[src/rtl/ramb4_bitwr_pkg.sv]
// Shared widths, FSM state type and pointer helper for the RAMB4 bit-write
// controller (1-bit port A writer, 8-bit port B reader).
package ramb4_bitwr_pkg;

  localparam int BYTE_AW = 9;   // byte address width seen by port B
  localparam int BIT_AW  = 12;  // bit address width seen by port A
  localparam int PTR_W   = 10;  // {wrap, byte_addr}

  typedef enum logic {
    ST_FILL = 1'b0,
    ST_PAD  = 1'b1
  } wr_state_e;

  // Writer is a full lap ahead of the reader: same byte address, opposite wrap.
  function automatic logic ptr_full(input logic [PTR_W-1:0] wr,
                                    input logic [PTR_W-1:0] rd);
    return (wr[BYTE_AW-1:0] == rd[BYTE_AW-1:0]) && (wr[PTR_W-1] != rd[PTR_W-1]);
  endfunction

endpackage

[src/rtl/ramb4_ptr_cmp.sv]
// Committed-pointer comparator: occupancy and full flag between the write
// pointer and the reader's pointer, both {wrap, byte_addr}.
module ramb4_ptr_cmp
  import ramb4_bitwr_pkg::*;
(
  input  logic [PTR_W-1:0] WR_PTR,
  input  logic [PTR_W-1:0] RD_PTR,
  output logic             FULL,
  output logic [PTR_W-1:0] BYTES_AVAIL
);

  // Modular difference reads 512 exactly when the wrap bits differ on equal addresses.
  assign BYTES_AVAIL = WR_PTR - RD_PTR;
  assign FULL        = ptr_full(WR_PTR, RD_PTR);

endmodule

[src/rtl/ramb4_bit_wr_ctrl.sv]
// Serial-bit write controller for a 4 Kb S1/S8 dual-port block RAM.
// Bits land at ADDRA = {byte_addr, bit_idx}; completed bytes are published on
// WR_PTR two cycles after their last bit is accepted. FLUSH closes a partial
// byte by padding the remaining bit positions.
// Optional build macro RAMB4_WR_OVF_CNT_EN adds OVF_CNT, a saturating count of
// cycles with BIT_VALID high while FULL.
module ramb4_bit_wr_ctrl
  import ramb4_bitwr_pkg::*;
#(
  parameter int ZERO_PAD = 1
) (
  input  logic              CLK,
  input  logic              RST_N,
  input  logic              BIT_IN,
  input  logic              BIT_VALID,
  output logic              BIT_READY,
  input  logic              FLUSH,
  input  logic [PTR_W-1:0]  RD_PTR,
  output logic [BIT_AW-1:0] ADDRA,
  output logic              DIA,
  output logic              ENA,
  output logic              WEA,
  output logic [PTR_W-1:0]  WR_PTR,
  output logic [PTR_W-1:0]  BYTES_AVAIL,
`ifdef RAMB4_WR_OVF_CNT_EN
  output logic [7:0]        OVF_CNT,
`endif
  output logic              FULL
);

  localparam logic PAD_BIT = (ZERO_PAD != 0) ? 1'b0 : 1'b1;

  wr_state_e         r_state;
  logic [2:0]        r_bit_idx;
  logic [PTR_W-1:0]  r_fill_ptr;   // byte currently being filled (may lead WR_PTR)
  logic [PTR_W-1:0]  r_wr_ptr;     // committed byte pointer
  logic              r_commit;     // last bit of a byte was written this cycle
  logic [BIT_AW-1:0] r_addra;
  logic              r_dia;
  logic              r_ena;
  logic              r_bit_ready;

  wr_state_e         w_state_next;
  logic [2:0]        w_bit_idx_next;
  logic [PTR_W-1:0]  w_fill_ptr_next;
  logic              w_bit_ready_next;
  logic              w_accept;
  logic              w_wr;
  logic              w_wr_bit;
  logic              w_byte_done;
  logic              w_full;

  assign w_accept = BIT_VALID && r_bit_ready;

  // Next-state and write-issue decode; a same-cycle bit is counted before FLUSH is evaluated.
  always_comb begin
    w_state_next     = r_state;
    w_wr             = 1'b0;
    w_wr_bit         = BIT_IN;
    w_bit_idx_next   = r_bit_idx;
    w_fill_ptr_next  = r_fill_ptr;
    w_byte_done      = 1'b0;
    w_bit_ready_next = 1'b0;

    if (r_state == ST_PAD) begin
      w_wr     = 1'b1;
      w_wr_bit = PAD_BIT;
    end else begin
      w_wr     = w_accept;
      w_wr_bit = BIT_IN;
    end

    if (w_wr) begin
      w_bit_idx_next = r_bit_idx + 3'd1;
    end
    w_byte_done = w_wr && (r_bit_idx == 3'd7);
    if (w_byte_done) begin
      w_fill_ptr_next = r_fill_ptr + 10'd1;
    end

    if (r_state == ST_FILL) begin
      if (FLUSH && (w_bit_idx_next != 3'd0)) begin
        w_state_next = ST_PAD;
      end
    end else begin
      if (r_bit_idx == 3'd7) begin
        w_state_next = ST_FILL;
      end
    end

    // Gate on the fill pointer so a byte still awaiting commit already counts toward full.
    w_bit_ready_next = (w_state_next == ST_FILL) && !ptr_full(w_fill_ptr_next, RD_PTR);
  end

  // FSM state register.
  always_ff @(posedge CLK or negedge RST_N) begin
    if (!RST_N) begin
      r_state <= ST_FILL;
    end else begin
      r_state <= w_state_next;
    end
  end

  // Fill position, ready flag and the registered port-A write.
  always_ff @(posedge CLK or negedge RST_N) begin
    if (!RST_N) begin
      r_bit_idx   <= 3'd0;
      r_fill_ptr  <= '0;
      r_bit_ready <= 1'b0;
      r_addra     <= '0;
      r_dia       <= 1'b0;
      r_ena       <= 1'b0;
    end else begin
      r_bit_idx   <= w_bit_idx_next;
      r_fill_ptr  <= w_fill_ptr_next;
      r_bit_ready <= w_bit_ready_next;
      r_ena       <= w_wr;
      if (w_wr) begin
        r_addra <= {r_fill_ptr[BYTE_AW-1:0], r_bit_idx};
        r_dia   <= w_wr_bit;
      end
    end
  end

  // Publish a byte one cycle after its last bit reaches the RAM.
  always_ff @(posedge CLK or negedge RST_N) begin
    if (!RST_N) begin
      r_commit <= 1'b0;
      r_wr_ptr <= '0;
    end else begin
      r_commit <= w_byte_done;
      if (r_commit) begin
        r_wr_ptr <= r_wr_ptr + 10'd1;
      end
    end
  end

  ramb4_ptr_cmp u_ptr_cmp (
    .WR_PTR      (r_wr_ptr),
    .RD_PTR      (RD_PTR),
    .FULL        (w_full),
    .BYTES_AVAIL (BYTES_AVAIL)
  );

`ifdef RAMB4_WR_OVF_CNT_EN
  logic [7:0] r_ovf_cnt;

  // Count cycles where the source offers a bit while the buffer is full; saturates.
  always_ff @(posedge CLK or negedge RST_N) begin
    if (!RST_N) begin
      r_ovf_cnt <= 8'd0;
    end else if (BIT_VALID && w_full && (r_ovf_cnt != 8'hFF)) begin
      r_ovf_cnt <= r_ovf_cnt + 8'd1;
    end
  end

  assign OVF_CNT = r_ovf_cnt;
`endif

  assign BIT_READY = r_bit_ready;
  assign ADDRA     = r_addra;
  assign DIA       = r_dia;
  assign ENA       = r_ena;
  assign WEA       = r_ena;
  assign WR_PTR    = r_wr_ptr;
  assign FULL      = w_full;

endmodule

[config.mk]
export PLATFORM = sky130hd
export DESIGN_NAME = ramb4_bit_wr_ctrl
export DESIGN_NICKNAME = d
export VERILOG_FILES = /design/src/rtl/ramb4_bitwr_pkg.sv /design/src/rtl/ramb4_ptr_cmp.sv /design/src/rtl/ramb4_bit_wr_ctrl.sv
export SDC_FILE = /design/constraint.sdc
export NUM_CORES = 1
export LEC_CHECK = 0
export CELL_PAD_IN_SITES_DETAIL_PLACEMENT = 2
export CELL_PAD_IN_SITES_GLOBAL_PLACEMENT = 2
export CORE_MARGIN = 5
export CORE_UTILIZATION = 27
export DETAILED_ROUTE_END_ITERATION = 7
export GPL_ROUTABILITY_DRIVEN = 0
export GPL_TIMING_DRIVEN = 0
export PLACE_DENSITY = 0.86
export SLEW_MARGIN = 30
export SYNTH_ARGS = -nofsm -noshare
export SYNTH_HDL_FRONTEND = slang
export SYNTH_SLANG_ARGS = --single-unit
export TNS_END_PERCENT = 10
[constraint.sdc]
create_clock -name CLK -period 2.1 [get_ports CLK]
set_clock_uncertainty 0.1 [all_clocks]
set_input_delay 0.42 -clock CLK [delete_from_list [all_inputs] [get_ports CLK]]
set_output_delay 0.42 -clock CLK [all_outputs]
set_load 0.01 [all_outputs]
==> flow_metrics.py, run 1 <==
metrics = {
    "synth": {
        "synth-seq-cells": 40,
        "ys_types": 44,
        "synthCells": 250,
        "syn_avg_cell_area_um2": 9.33,
        "synth-edff-count": 0,
        "yosys_warnings": 0,
        "synth_fp_nets": 279,
        "yosysSeqAreaShare": 0.429,
        "ys.flop_type": "dfrtp_1",
        "synth_area_mm2": 0.00233,
        "async_flop_share": 1.00,
    },
    "timing": {
        "setup_ws_ns": -0.543,
        "period_needed_ns": 2.64,
        "rsz0062_at_grt": "yes",
        "finalMaxSlewViolations": 0,
        "tightest_slew_ns": 0.422,
        "period_share": 1.26,
        "clock.fmax_ghz": 0.378,
        "finalHoldViolCount": 0,
        "max_slew_margin": 0.719,
        "setup-tns-final_ns": -3.66,
        "finalSetupViolations": 10,
    },
    "finish": {
        "syn2layout_area_growth_pct": 42.7,
        "finalNetCount": 349,
        "diodes": 0,
        "utilization": 0.389,
        "drive_above_1_share": 0.259,
        "nFillCells": 950,
        "multi_input_area_mm2": 0.00143,
        "ff_latch_area_mm2": 0.00100,
    },
    "clocking": {
        "cts_tree": "built",
        "numCtsBuffers": 5,
        "cts_max_level": 2,
        "clkLatencyLatePin_ns": 0.30,
        "clock_path_buffers": 2,
        "root_buffer": "clkbuf_8",
        "cts.clk_slew.worst_paths_ns": 0.08,
        "cts_sinks": 40,
    },
    "route": {
        "post-route-drc-count": 0,
        "drt_iter0_drc": 27,
        "ant_nets": 0,
        "routed_wl_mm": 7.73,
        "viasPerCell": 4.78,
        "wl_per_cell_um": 18.0,
        "num_vias": 2050,
        "drtPass1Iterations": 4,
    },
    "worst_setup_path": {
        "end_kind": "primary output",
        "max_stage_delay_ns": 0.41,
        "crit_family": "compound AO/OA/AOI/OAI gates",
        "crit_required_ns": 1.58,
        "worstPathCellList": "inv_2 -> ha_4 -> fa_2 -> inv_2 -> a21o_1 -> a21oi_2 -> o21bai_1 -> a21oi_2 -> xnor2_1 -> buf_2",
        "arrival_ns": 2.12,
        "worst-path-buf-inv": 3,
        "path_class": "reg2out",
        "cpMaxStageDelayCell": "dfrtp_2",
        "start_kind": "register",
        "path_max_fanout": 3,
    },
    "global_route": {
        "grt_pass1_vias": 2480,
        "grt_max_degree": 25,
        "grt_use_met1": 0.173,
        "grtUsageMet2": 0.303,
        "grtUsageMet3": 0.0277,
        "grt_overflow_total": 0,
        "busiest_layer": "met2",
        "grt_pass1_wl_mm": 12.9,
        "grt_usage": 0.157,
        "antenna_found_initial": 0,
    },
    "pwr": {
        "p_leak_nw": 1.53,
        "power_w": 0.00358,
        "power.density_mw_per_mm2": 1080,
        "ir_drop_mv": 0.465,
    },
    "floorplanning": {
        "dieArea_mm2": 0.0106,
        "rows": 34,
        "start_util": 0.273,
        "dieWidth_um": 103,
        "die_h_um": 103,
        "pin_count": 52,
        "coreArea_mm2": 0.00855,
    },
    "placed_design": {
        "dpl.hpwl_mm": 5.53,
        "place_ws_ns": -1.42,
        "place.port_buffers": 51,
    },
    "run_status": {
        "violations": "negative setup slack",
        "status": "complete, but fails checks",
    },
    "job": {
        "drv_cap": 0,
    },
    "min_path": {
        "hold_path_class": "reg2reg",
    },
}
-- cell type report --
type,count,share of cell area
timing repair buffer,63,0.167
multi-input combinational,184,0.430
tap,108,0.0406
buffer,8,0.0128
clock inverter,2,0.00301
inverter,18,0.0203
clock buffer,6,0.0248
sequential,40,0.302
-- kinds of logic (layout without fill, tap and decap cells) --
logic type	count (synthesis)	after routing	synth area share
buffers and inverters	26	97	0.0472
AO/OA/AOI/OAI	31	31	0.0874
multiplexers	2	2	0.0113
adder cells (fa/ha/maj)	14	14	0.0783
flip-flops	40	40	0.429
AND/OR/NAND/NOR	101	101	0.205
XOR/XNOR	36	36	0.141
-- cells in the final DEF (no fill, tap or decap), types with 4 or more instances in the layout --
cell,netlist,final
a21oi_2,1,5
and3_1,4,4
buf_2,4,14
buf_4,2,12
clkbuf_8,0,6
clkdlybuf4s50_1,0,30
dfrtp_1,40,38
dlygate4sd2_1,0,7
ha_4,0,9
inv_1,17,9
inv_2,1,9
nand2_1,56,56
nand3_1,8,8
nand4_1,8,8
nor2_1,7,7
o21ai_0,8,4
xnor2_1,21,20
xor2_1,14,13
-- registers in the layout, summed over array words and instances (netlist names) --
name,flops
ADDRA,12
BIT_READY,1
DIA,1
ENA,1
WR_PTR,10
r_bit_idx,3
r_commit,1
r_fill_ptr,10
r_state,1
-- metal layers --
metal	share of wire	vias to the layer above
li1	-	979
met1	0.40	1014
met2	0.55	44
met3	0.034	13
met4	0.020	0
met5	0	-
-- stage by stage --
step                cell area [um^2]  std cells  hold WS, ns
floorplan                       2350        250       0.0244
global placement                2990        409        0.353
detailed placement              3010        410        0.287
CTS                             3280        428        0.379
global route                    3330        429        0.416
finish                          3330        429        0.370
-- worst paths after layout --
check                                       startpoint  cells after the start                     to  slack, ns
worst max-delay path             WR_PTR[0]$_DFFE_PN0P_                     10         BYTES_AVAIL[6]      -0.54
worst min-delay path              ADDRA[1]$_DFFE_PN0N_                      2   ADDRA[1]$_DFFE_PN0N_       0.37
worst max register to register  r_bit_idx[0]$_DFF_PN0_                      8    BIT_READY$_DFF_PN0_      -0.28
worst min register to register    ADDRA[1]$_DFFE_PN0N_                      2   ADDRA[1]$_DFFE_PN0N_       0.37
max in group asynchronous                        RST_N                      3  WR_PTR[1]$_DFFE_PN0P_       0.92
min in group asynchronous                        RST_N                      2   ADDRA[1]$_DFFE_PN0N_       0.48
-- report_power, final --
part	switching [W]	internal (W)	total (W)	leakage [nW]
clock network	0.000287	0.000263	0.000550	0.0510
logic	0.000932	0.000921	0.00185	0.958
registers	0.000208	0.000971	0.00118	0.520
total	0.00143	0.00215	0.00358	1.53
-- timing repair --
action	in CTS	in global routing
hold endpoints to repair	16	0
hold buffers	1	0
resized for setup	90	11
cloned	0	0
pin swaps	15	5
setup endpoints to repair	12	12
setup buffers	9	1
-- cells in the mapped netlist (4+ instances only) --
library cell	instances	area, um^2
nand3_1	8	40.0
nand4_1	8	50.1
nor3_1	5	25.0
o21ai_0	8	40.0
ha_1	13	163
xor2_1	14	123
xnor2_1	21	184
a21oi_1	7	35.0
dfrtp_1	40	1000
buf_2	4	20.0
nor2_1	7	26.3
inv_1	17	63.8
and3_1	4	25.0
nand2_1	56	210
-- worst reg2reg max path, cell delays in order, from the launching register on --
cell,delay (ns)
dfrtp_1,0.39
ha_1,0.21
ha_4,0.19
and4_4,0.23
and2_4,0.16
and3_4,0.20
mux2_4,0.30
nor4_2,0.29
a31oi_1,0.16
(Power assumes the default switching activity.)
==> inputs of run 2 (changes only) <==
CORE_MARGIN = not set   (was 5)
CORE_UTILIZATION = 34   (was 27)
DONT_BUFFER_PORTS = 1   (was not set)
PLACE_DENSITY = 0.85   (was 0.86)
==> run 2 against run 1 <==
The flow finishes with violations (design-rule violations, negative setup slack). Maximum frequency decreased by 2.4%. Wire length decreased by 18%. Cell count fell by 21%. Sequential power rose by 7%. Core utilization increased by 2.9 points. Sequential share of layout area rose by 6.9 points. Critical path depth shrank 4. Clock power increased by 21%. Design area down 18%. Flip-flop and latch count did not move. Clock-buffer cell count stayed put. Combinational power fell by 37%. Critical endpoint is now BYTES_AVAIL[9]. Largest power group is now sequential cells.
==> flow_metrics.py, run 2 (synthesis results as in run 1) <==
metrics = {
    "run_status": {
        "status": "complete, but fails checks",
        "violations": "design-rule violations, negative setup slack",
    },
    "timing": {
        "max_slew_margin": 0.699,
        "finalSetupViolations": 11,
        "period_needed_ns": 2.71,
        "clock.fmax_ghz": 0.369,
        "setup_ws_ns": -0.607,
        "finalHoldViolCount": 0,
        "tightest_slew_ns": 0.440,
        "setup-tns-final_ns": -3.86,
        "finalMaxSlewViolations": 0,
        "period_share": 1.29,
        "rsz0062_at_grt": "yes",
    },
    "clocking": {
        "cts_sinks": 40,
        "cts.clk_slew.worst_paths_ns": 0.08,
        "clock_path_buffers": 2,
        "cts_max_level": 2,
        "root_buffer": "clkbuf_8",
        "clkLatencyLatePin_ns": 0.29,
        "numCtsBuffers": 5,
        "cts_tree": "built",
    },
    "finish": {
        "largest_reg_flops": 12,
        "diodes": 0,
        "final_cells": 338,
        "syn2layout_area_growth_pct": 16.5,
        "layout_common_cells": "nand2_1, dfrtp_1, xnor2_1, inv_1, xor2_1",
        "fin_area_mm2": 0.00272,
        "finalNetCount": 289,
        "utilization": 0.418,
        "drive_above_1_share": 0.192,
        "mostFrequentLayoutCell": "nand2_1",
        "nFillCells": 697,
    },
    "worst_setup_path": {
        "path_max_fanout": 8,
        "crit_family": "compound AO/OA/AOI/OAI gates",
        "worstPathCellList": "ha_1 -> a21o_1 -> a21oi_2 -> a2bb2oi_2 -> a21oi_1 -> o211ai_1",
        "path_class": "reg2out",
        "arrival_ns": 2.19,
        "max_stage_delay_ns": 0.49,
        "cpMaxStageDelayCell": "dfrtp_2",
        "crit_required_ns": 1.58,
        "worst-path-buf-inv": 0,
        "end_kind": "primary output",
        "start_kind": "register",
    },
    "floorplanning": {
        "start_util": 0.359,
        "coreArea_mm2": 0.00649,
        "dieWidth_um": 84.8,
        "pin_count": 52,
        "rows": 29,
        "die_h_um": 84.8,
        "dieArea_mm2": 0.00719,
    },
    "placed_design": {
        "placed_cell_area_mm2": 0.00244,
        "place.port_buffers": 0,
        "dp_cells": 327,
        "dpl.hpwl_mm": 4.59,
    },
    "job": {
        "drv_cap": 0,
    },
    "route": {
        "viasPerCell": 5.37,
        "drt_iter0_drc": 33,
        "post-route-drc-count": 3,
        "wl_per_cell_um": 18.8,
        "routed_wl_mm": 6.36,
        "drtPass1Iterations": 7,
        "num_vias": 1815,
        "ant_nets": 0,
    },
    "pwr": {
        "ir_drop_mv": 0.561,
        "power.density_mw_per_mm2": 1140,
        "power_w": 0.00309,
        "p_leak_nw": 1.30,
    },
    "global_route": {
        "grt_usage": 0.192,
        "grt_pass1_vias": 2157,
        "grt_pass1_wl_mm": 10.8,
        "antenna_found_initial": 0,
        "grt_max_degree": 41,
        "grt_overflow_total": 0,
    },
    "min_path": {
        "hold_path_class": "in2reg",
    },
}
==> run 2: changes by cell type in the layout (fill, tap and decap cells not counted), moves of 3 or more <==
cell             change
o21ai_0              +3
buf_4                -9
ha_1                 +3
ha_2                 +3
ha_4                 -6
buf_2               -10
clkdlybuf4s50_1     -30
dlygate4sd2_1        -7
o21ai_1              -3
inv_2                -5
inv_1                +5
==> run 2: worst paths after layout <==
path                       cells after the start                   start  slack, ns                    end
max                                            6   WR_PTR[1]$_DFFE_PN0P_      -0.61         BYTES_AVAIL[9]
min                                            2                  BIT_IN       0.18        DIA$_DFFE_PN0N_
max reg2reg                                    8  r_bit_idx[0]$_DFF_PN0_      -0.22    BIT_READY$_DFF_PN0_
min reg2reg                                    1       r_state$_DFF_PN0_       0.39        DIA$_DFFE_PN0N_
max in group asynchronous                      2                   RST_N       1.18  WR_PTR[7]$_DFFE_PN0P_
min in group asynchronous                      2                   RST_N       0.50  ADDRA[11]$_DFFE_PN0N_
==> run 2: worst reg2reg max path: stages, from the launching register on <==
cell and delay (ns):
dfrtp_1 0.40, ha_2 0.21, ha_4 0.17, and4_4 0.22, and2_4 0.16, and3_4 0.20
mux2_4 0.31, nor4_4 0.30, a31oi_1 0.12
==> run 2: final cells by class <==
| type | instances | area (um^2) | share of cell area |
|---|---|---|---|
| buffer | 8 | 42.5 | 0.0157 |
| clock buffer | 6 | 82.6 | 0.0304 |
| clock inverter | 2 | 38.8 | 0.0143 |
| inverter | 18 | 67.6 | 0.0249 |
| multi-input combinational | 184 | 1350 | 0.495 |
| sequential | 40 | 1010 | 0.370 |
| tap | 77 | 96.3 | 0.0355 |
| timing repair buffer | 3 | 37.5 | 0.0138 |
==> run 2: power breakdown <==
group	total, W	internal [W]	leakage (nW)	switching, W
clock	0.000667	0.000389	0.0614	0.000278
sequential	0.00126	0.000971	0.517	0.000286
combinational	0.00116	0.000474	0.717	0.000689
==> run 2: what timing repair did <==
action / in CTS / in global routing
hold buffers: 2 / 0
pin swaps: 9 / 3
hold endpoints to repair: 40 / 0
endpoints found under the setup margin: 11 / 11
buffers inserted: 0 / 1
resized for setup: 25 / 2
==> run 2: stage by stage <==
step                setup slack, ns  hold WS, ns
global placement             -0.372       0.0253
CTS                          -0.630        0.177
floorplan                    -0.129       0.0244
global route                 -0.720        0.186
finish                       -0.607        0.184
detailed placement           -0.420       0.0253
==> run 2: metal layers <==
metal,global-route usage,part of all wire,routed length (um)
met4,0.0401,0.010,64
met3,0.0564,0.052,329
met2,0.371,0.54,3410
met1,0.208,0.40,2560
met5,0,0,0
==> inputs of run 3 (changes only) <==
TNS_END_PERCENT = 20   (was 10)
==> run 3 against run 2 <==
The run still ends with design-rule violations, negative setup slack left. Clock power about the same. Combinational power about the same. First-iteration DRC count is the same. Sequential power hardly changed. Maximum frequency did not move. Non-clock buffer count unchanged. Critical endpoint unchanged. Largest power group unchanged.
==> flow_metrics.py, run 3 (synthesis results as in run 1) <==
metrics = {
    "timing": {
        "tightest_slew_ns": 0.440,
        "finalHoldViolCount": 0,
        "max_slew_margin": 0.699,
        "setup_ws_ns": -0.607,
        "clock.fmax_ghz": 0.369,
        "finalMaxSlewViolations": 0,
        "setup-tns-final_ns": -3.86,
        "hold_slack_ns": 0.184,
        "finalSetupViolations": 11,
        "period_share": 1.29,
        "period_needed_ns": 2.71,
        "rsz0062_at_grt": "yes",
    },
    "placed_design": {
        "place.port_buffers": 0,
        "dpl.hpwl_mm": 4.59,
        "dp_cells": 327,
        "place_ws_ns": -0.420,
    },
    "clocking": {
        "cts_sinks": 40,
        "clkLatencyLatePin_ns": 0.29,
        "cts_max_level": 2,
        "clock_path_buffers": 2,
        "cts.clk_slew.worst_paths_ns": 0.08,
        "numCtsBuffers": 5,
        "root_buffer": "clkbuf_8",
        "cts_tree": "built",
    },
    "worst_setup_path": {
        "worstPathCellList": "ha_1 -> a21o_1 -> a21oi_2 -> a2bb2oi_2 -> a21oi_1 -> o211ai_1",
        "r2r_start": "r_bit_idx[0]$_DFF_PN0_",
        "regToRegSetupSlack_ns": -0.22,
        "crit_required_ns": 1.58,
        "rr_worst_depth": 8,
        "worst-path-buf-inv": 0,
        "path_max_fanout": 8,
        "cpMaxStageDelayCell": "dfrtp_2",
        "end_kind": "primary output",
        "crit_family": "compound AO/OA/AOI/OAI gates",
        "timing.rr.end": "BIT_READY$_DFF_PN0_",
        "start_kind": "register",
        "path_class": "reg2out",
        "arrival_ns": 2.19,
        "max_stage_delay_ns": 0.49,
    },
    "floorplanning": {
        "dieArea_mm2": 0.00719,
        "pin_count": 52,
        "dieWidth_um": 84.8,
        "coreArea_mm2": 0.00649,
        "start_util": 0.359,
        "rows": 29,
        "die_h_um": 84.8,
    },
    "route": {
        "ant_nets": 0,
        "num_vias": 1815,
        "drt_iter0_drc": 33,
        "routed_wl_mm": 6.36,
        "drtPass1Iterations": 7,
        "post-route-drc-count": 3,
        "viasPerCell": 5.37,
        "wl_per_cell_um": 18.8,
    },
    "finish": {
        "drive_above_1_share": 0.192,
        "diodes": 0,
        "final_cells": 338,
        "largest_reg_flops": 12,
        "mostFrequentLayoutCell": "nand2_1",
        "layout_common_cells": "nand2_1, dfrtp_1, xnor2_1, inv_1, xor2_1",
        "syn2layout_area_growth_pct": 16.5,
        "finalNetCount": 289,
    },
    "global_route": {
        "antenna_found_initial": 0,
        "grt_usage": 0.192,
        "grt_use_met1": 0.208,
        "grt_max_degree": 41,
        "grt_pass1_vias": 2157,
        "busiest_layer": "met2",
        "grt_overflow_total": 0,
        "grt_pass1_wl_mm": 10.8,
        "grtUsageMet2": 0.371,
        "grtUsageMet3": 0.0564,
    },
    "pwr": {
        "power_w": 0.00309,
        "p_leak_nw": 1.30,
        "power.density_mw_per_mm2": 1140,
        "ir_drop_mv": 0.561,
    },
    "job": {
        "drv_cap": 0,
    },
    "min_path": {
        "hold_path_depth": 2,
        "hold_path_class": "in2reg",
        "hold_path_end": "DIA$_DFFE_PN0N_",
        "worstHoldStart": "BIT_IN",
    },
    "run_status": {
        "violations": "design-rule violations, negative setup slack",
        "status": "complete, but fails checks",
    },
}
-- run 3: cell counts in the layout (fill, tap and decap cells not counted) --
Identical to the previous run, type by type.
-- run 3: cell type report --
| type | instances | area (um^2) |
|---|---|---|
| clock buffers | 6 | 82.6 |
| repair buffers | 3 | 37.5 |
| fillers | 697 | 3780 |
| clock inverters | 2 | 38.8 |
| flip-flops and latches | 40 | 1010 |
| well taps | 77 | 96.3 |
| plain buffers | 8 | 42.5 |
| multi-input cells | 184 | 1350 |
| inverters | 18 | 67.6 |
-- run 3: worst max path at each step --
stage,cells past startpoint,to,start,slack (ns)
3_5_place_dp,8,BIT_READY$_DFF_PN0_,r_bit_idx[0]$_DFF_PN0_,-0.42
6_report,6,BYTES_AVAIL[9],WR_PTR[1]$_DFFE_PN0P_,-0.61
2_1_floorplan,9,BYTES_AVAIL[6],WR_PTR[0]$_DFFE_PN0P_,-0.13
3_3_place_gp,8,BIT_READY$_DFF_PN0_,r_bit_idx[0]$_DFF_PN0_,-0.37
4_1_cts,9,BYTES_AVAIL[6],WR_PTR[0]$_DFFE_PN0P_,-0.63
5_1_grt,9,BYTES_AVAIL[6],WR_PTR[0]$_DFFE_PN0P_,-0.72
-- run 3: where the power goes --
part           total [W]  internal (W)  switching [W]
sequential       0.00126      0.000971       0.000286
combinational    0.00116      0.000474       0.000689
clock           0.000667      0.000389       0.000278
total            0.00309       0.00183        0.00125
-- run 3: stage by stage --
step / utilization / instance area [um^2]
5_1_grt: 0.418 / 2720
4_1_cts: 0.417 / 2710
3_3_place_gp: 0.376 / 2440
2_1_floorplan: - / 2350
3_5_place_dp: 0.376 / 2440
6_report: 0.418 / 2720
-- run 3: repair_timing --
| action | 4_1_cts | 5_1_grt |
|---|---|---|
| endpoints found under the setup margin | 11 | 11 |
| hold buffers | 2 | 0 |
| buffers inserted | 0 | 1 |
| endpoints found under the hold margin | 40 | 0 |
| pin swaps | 9 | 3 |
| gates resized for setup | 25 | 2 |
-- run 3: metal layers --
| metal | wire length [um] | share of wire |
|---|---|---|
| met1 | 2560 | 0.40 |
| met2 | 3410 | 0.54 |
| met3 | 329 | 0.052 |
| met4 | 64 | 0.010 |
| met5 | 0 | 0 |
==> RTL edit (config.mk and constraints of run 3) <==
Build with the macro `RAMB4_WR_OVF_CNT_EN` defined.
--- a/src/rtl/ramb4_bit_wr_ctrl.sv
+++ b/src/rtl/ramb4_bit_wr_ctrl.sv
@@ -6,2 +6,4 @@
 // cycles with BIT_VALID high while FULL.
+`define RAMB4_WR_OVF_CNT_EN
+
 module ramb4_bit_wr_ctrl
Formal check against the unedited RTL (old outputs only; new: OVF_CNT): equivalent (equiv_simple and equiv_induct, registers matched by name and starting in step).
==> RTL edit against run 3 <==
- the flow finishes with violations (setup timing)
- final area grew 23%
- sequential cell count grew 8
- sequential power grew 13%
- area after synthesis grew 18%
- wire length grew 21%
- first-iteration DRC count grew 24%
- power grew 16%
- clock power grew 7.3%
- die area grew 18%
- final cell count grew 20%
- critical path depth grew 3
- setup slack gained 0.030 ns
- critical path type unchanged
- critical endpoint is now BYTES_AVAIL[6]
- highest routed layer unchanged
==> RTL edit: results (changes against run 3) <==
Net Count, Synth: 320 (+15%)
worst setup margin: -0.5773 ns (+0.02950 ns)
nets: 332 (+15%)
Final Non-Filler Cells: 405 (+20%)
status: complete, but fails checks
largest net degree at the start of global routing: 49 (+20%)
first-pass GRT wire length: 12.72 mm (+18%)
final setup vio count: 18 (+7)
met2 Resource Use GR: 35.32% (-1.8 points)
Slew HR: 66.11% (-3.8 points)
initial DRC count: 41 (+24%)
met3 Use GR: 4.726% (-0.92 points)
Fill cells: 834 (+20%)
crit path DAT: 2.16 ns (-0.03 ns)
Crit path max-delay family: adder cells
Via-to-Cell Ratio: 5.333 (-0.68%)
vias in the first global route: 2482 (+15%)
RR Startpoint: WR_PTR[4]$_DFFE_PN0P_
Pre-antenna DRT Iters: 3 (-4)
Inst Count DP: 392 (+20%)
layout cells sized above 1: 20.46% (+1.3 points)
clk slew on worst S/H paths: 0.10 ns (+0.02 ns)
pre-CTS setup slack: -0.4867 ns (-0.06678 ns)
main area contributors after synthesis: dfrtp_1 (44%), xnor2_1 (8.6%), nand2_1 (8.0%), ha_1 (6.4%), nand4_1 (3.9%)
DPL Wire Length: 5.747 mm (+25%)
top cells by count, synth: nand2_1 (59), dfrtp_1 (48), xnor2_1 (27), inv_1 (19), nand4_1 (17)
failing checks: setup timing
met1 Usage GRT: 21.90% (+1.1 points)
Yosys cell types: 50 (+14%)
register area share after synthesis: 43.60% (+0.68 points)
Critical Path Start: WR_PTR[0]$_DFFE_PN0P_
Post-Syn Instances: 290 (+16%)
H-tree depth: 2 (unchanged)
Routed WL: 7.696 mm (+21%)
Peak VDD IR: 0.0006017 V (+7.3%)
Total GRT Usage: 18.99% (-0.26 points)
LEAKAGE: 1.509 nW (+16%)
==> RTL edit: kinds of logic after synthesis <==
logic type,synth area share (%)
xor+xnor,13.22
mux,1.181
fa+ha+maj,7.085
buf+inv,4.314
simple gates,22.25
flops,43.60
compound gates,8.356
==> RTL edit: repair_timing <==
action,CTS,global route
gates cloned,0,0
resized for setup,20,19
pin swaps,9,4
hold endpoints to repair,48,0
setup buffers,2,1
hold buffers,2,0
setup endpoints to repair,19,21
==> RTL edit: through the flow <==
stage	instance area, um^2	setup TNS [ns]	hold slack [ns]	power (mW)
6_report	3341	-5.363	0.1637	3.583
5_1_grt	3341	-7.087	0.1703	3.813
4_1_cts	3221	-6.689	0.1564	3.458
3_5_place_dp	2949	-5.105	0.02552	2.584
3_3_place_gp	2949	-4.327	0.02541	2.498
2_1_floorplan	2821	-0.7125	0.02441	2.250
==> RTL edit: worst paths after layout <==
check                                         end  slack (ns)  cells past startpoint
setup / recovery                   BYTES_AVAIL[6]       -0.58                      9
hold / removal                    DIA$_DFFE_PN0N_        0.16                      2
setup reg to reg           OVF_CNT[5]$_DFFE_PN0P_       -0.37                      7
hold reg to reg                   DIA$_DFFE_PN0N_        0.42                      1
max in group asynchronous   WR_PTR[7]$_DFFE_PN0P_        1.14                      2
min in group asynchronous    ADDRA[0]$_DFFE_PN0N_        0.51                      2
==> RTL edit: final cells by class <==
type / instances / area share (%)
Multi-Input combinational cell: 212 / 51.16
Sequential cell: 48 / 36.22
Tap cell: 102 / 3.820
Inverter: 20 / 2.285
Clock buffer: 5 / 2.060
Timing Repair Buffer: 5 / 1.798
Clock inverter: 3 / 1.386
Buffer: 10 / 1.273
==> RTL edit: metal layers <==
metal	up-vias	routed length, um
li1	1012	-
met1	1089	3205
met2	50	4034
met3	9	350
met4	0	105
met5	-	0
==> RTL edit: report_power, final <==
group	leakage [nW]	internal (mW)	total [mW]	switching, mW
logic	0.830	0.616	1.45	0.833
clock network	0.0548	0.360	0.716	0.357
registers	0.624	1.13	1.42	0.290
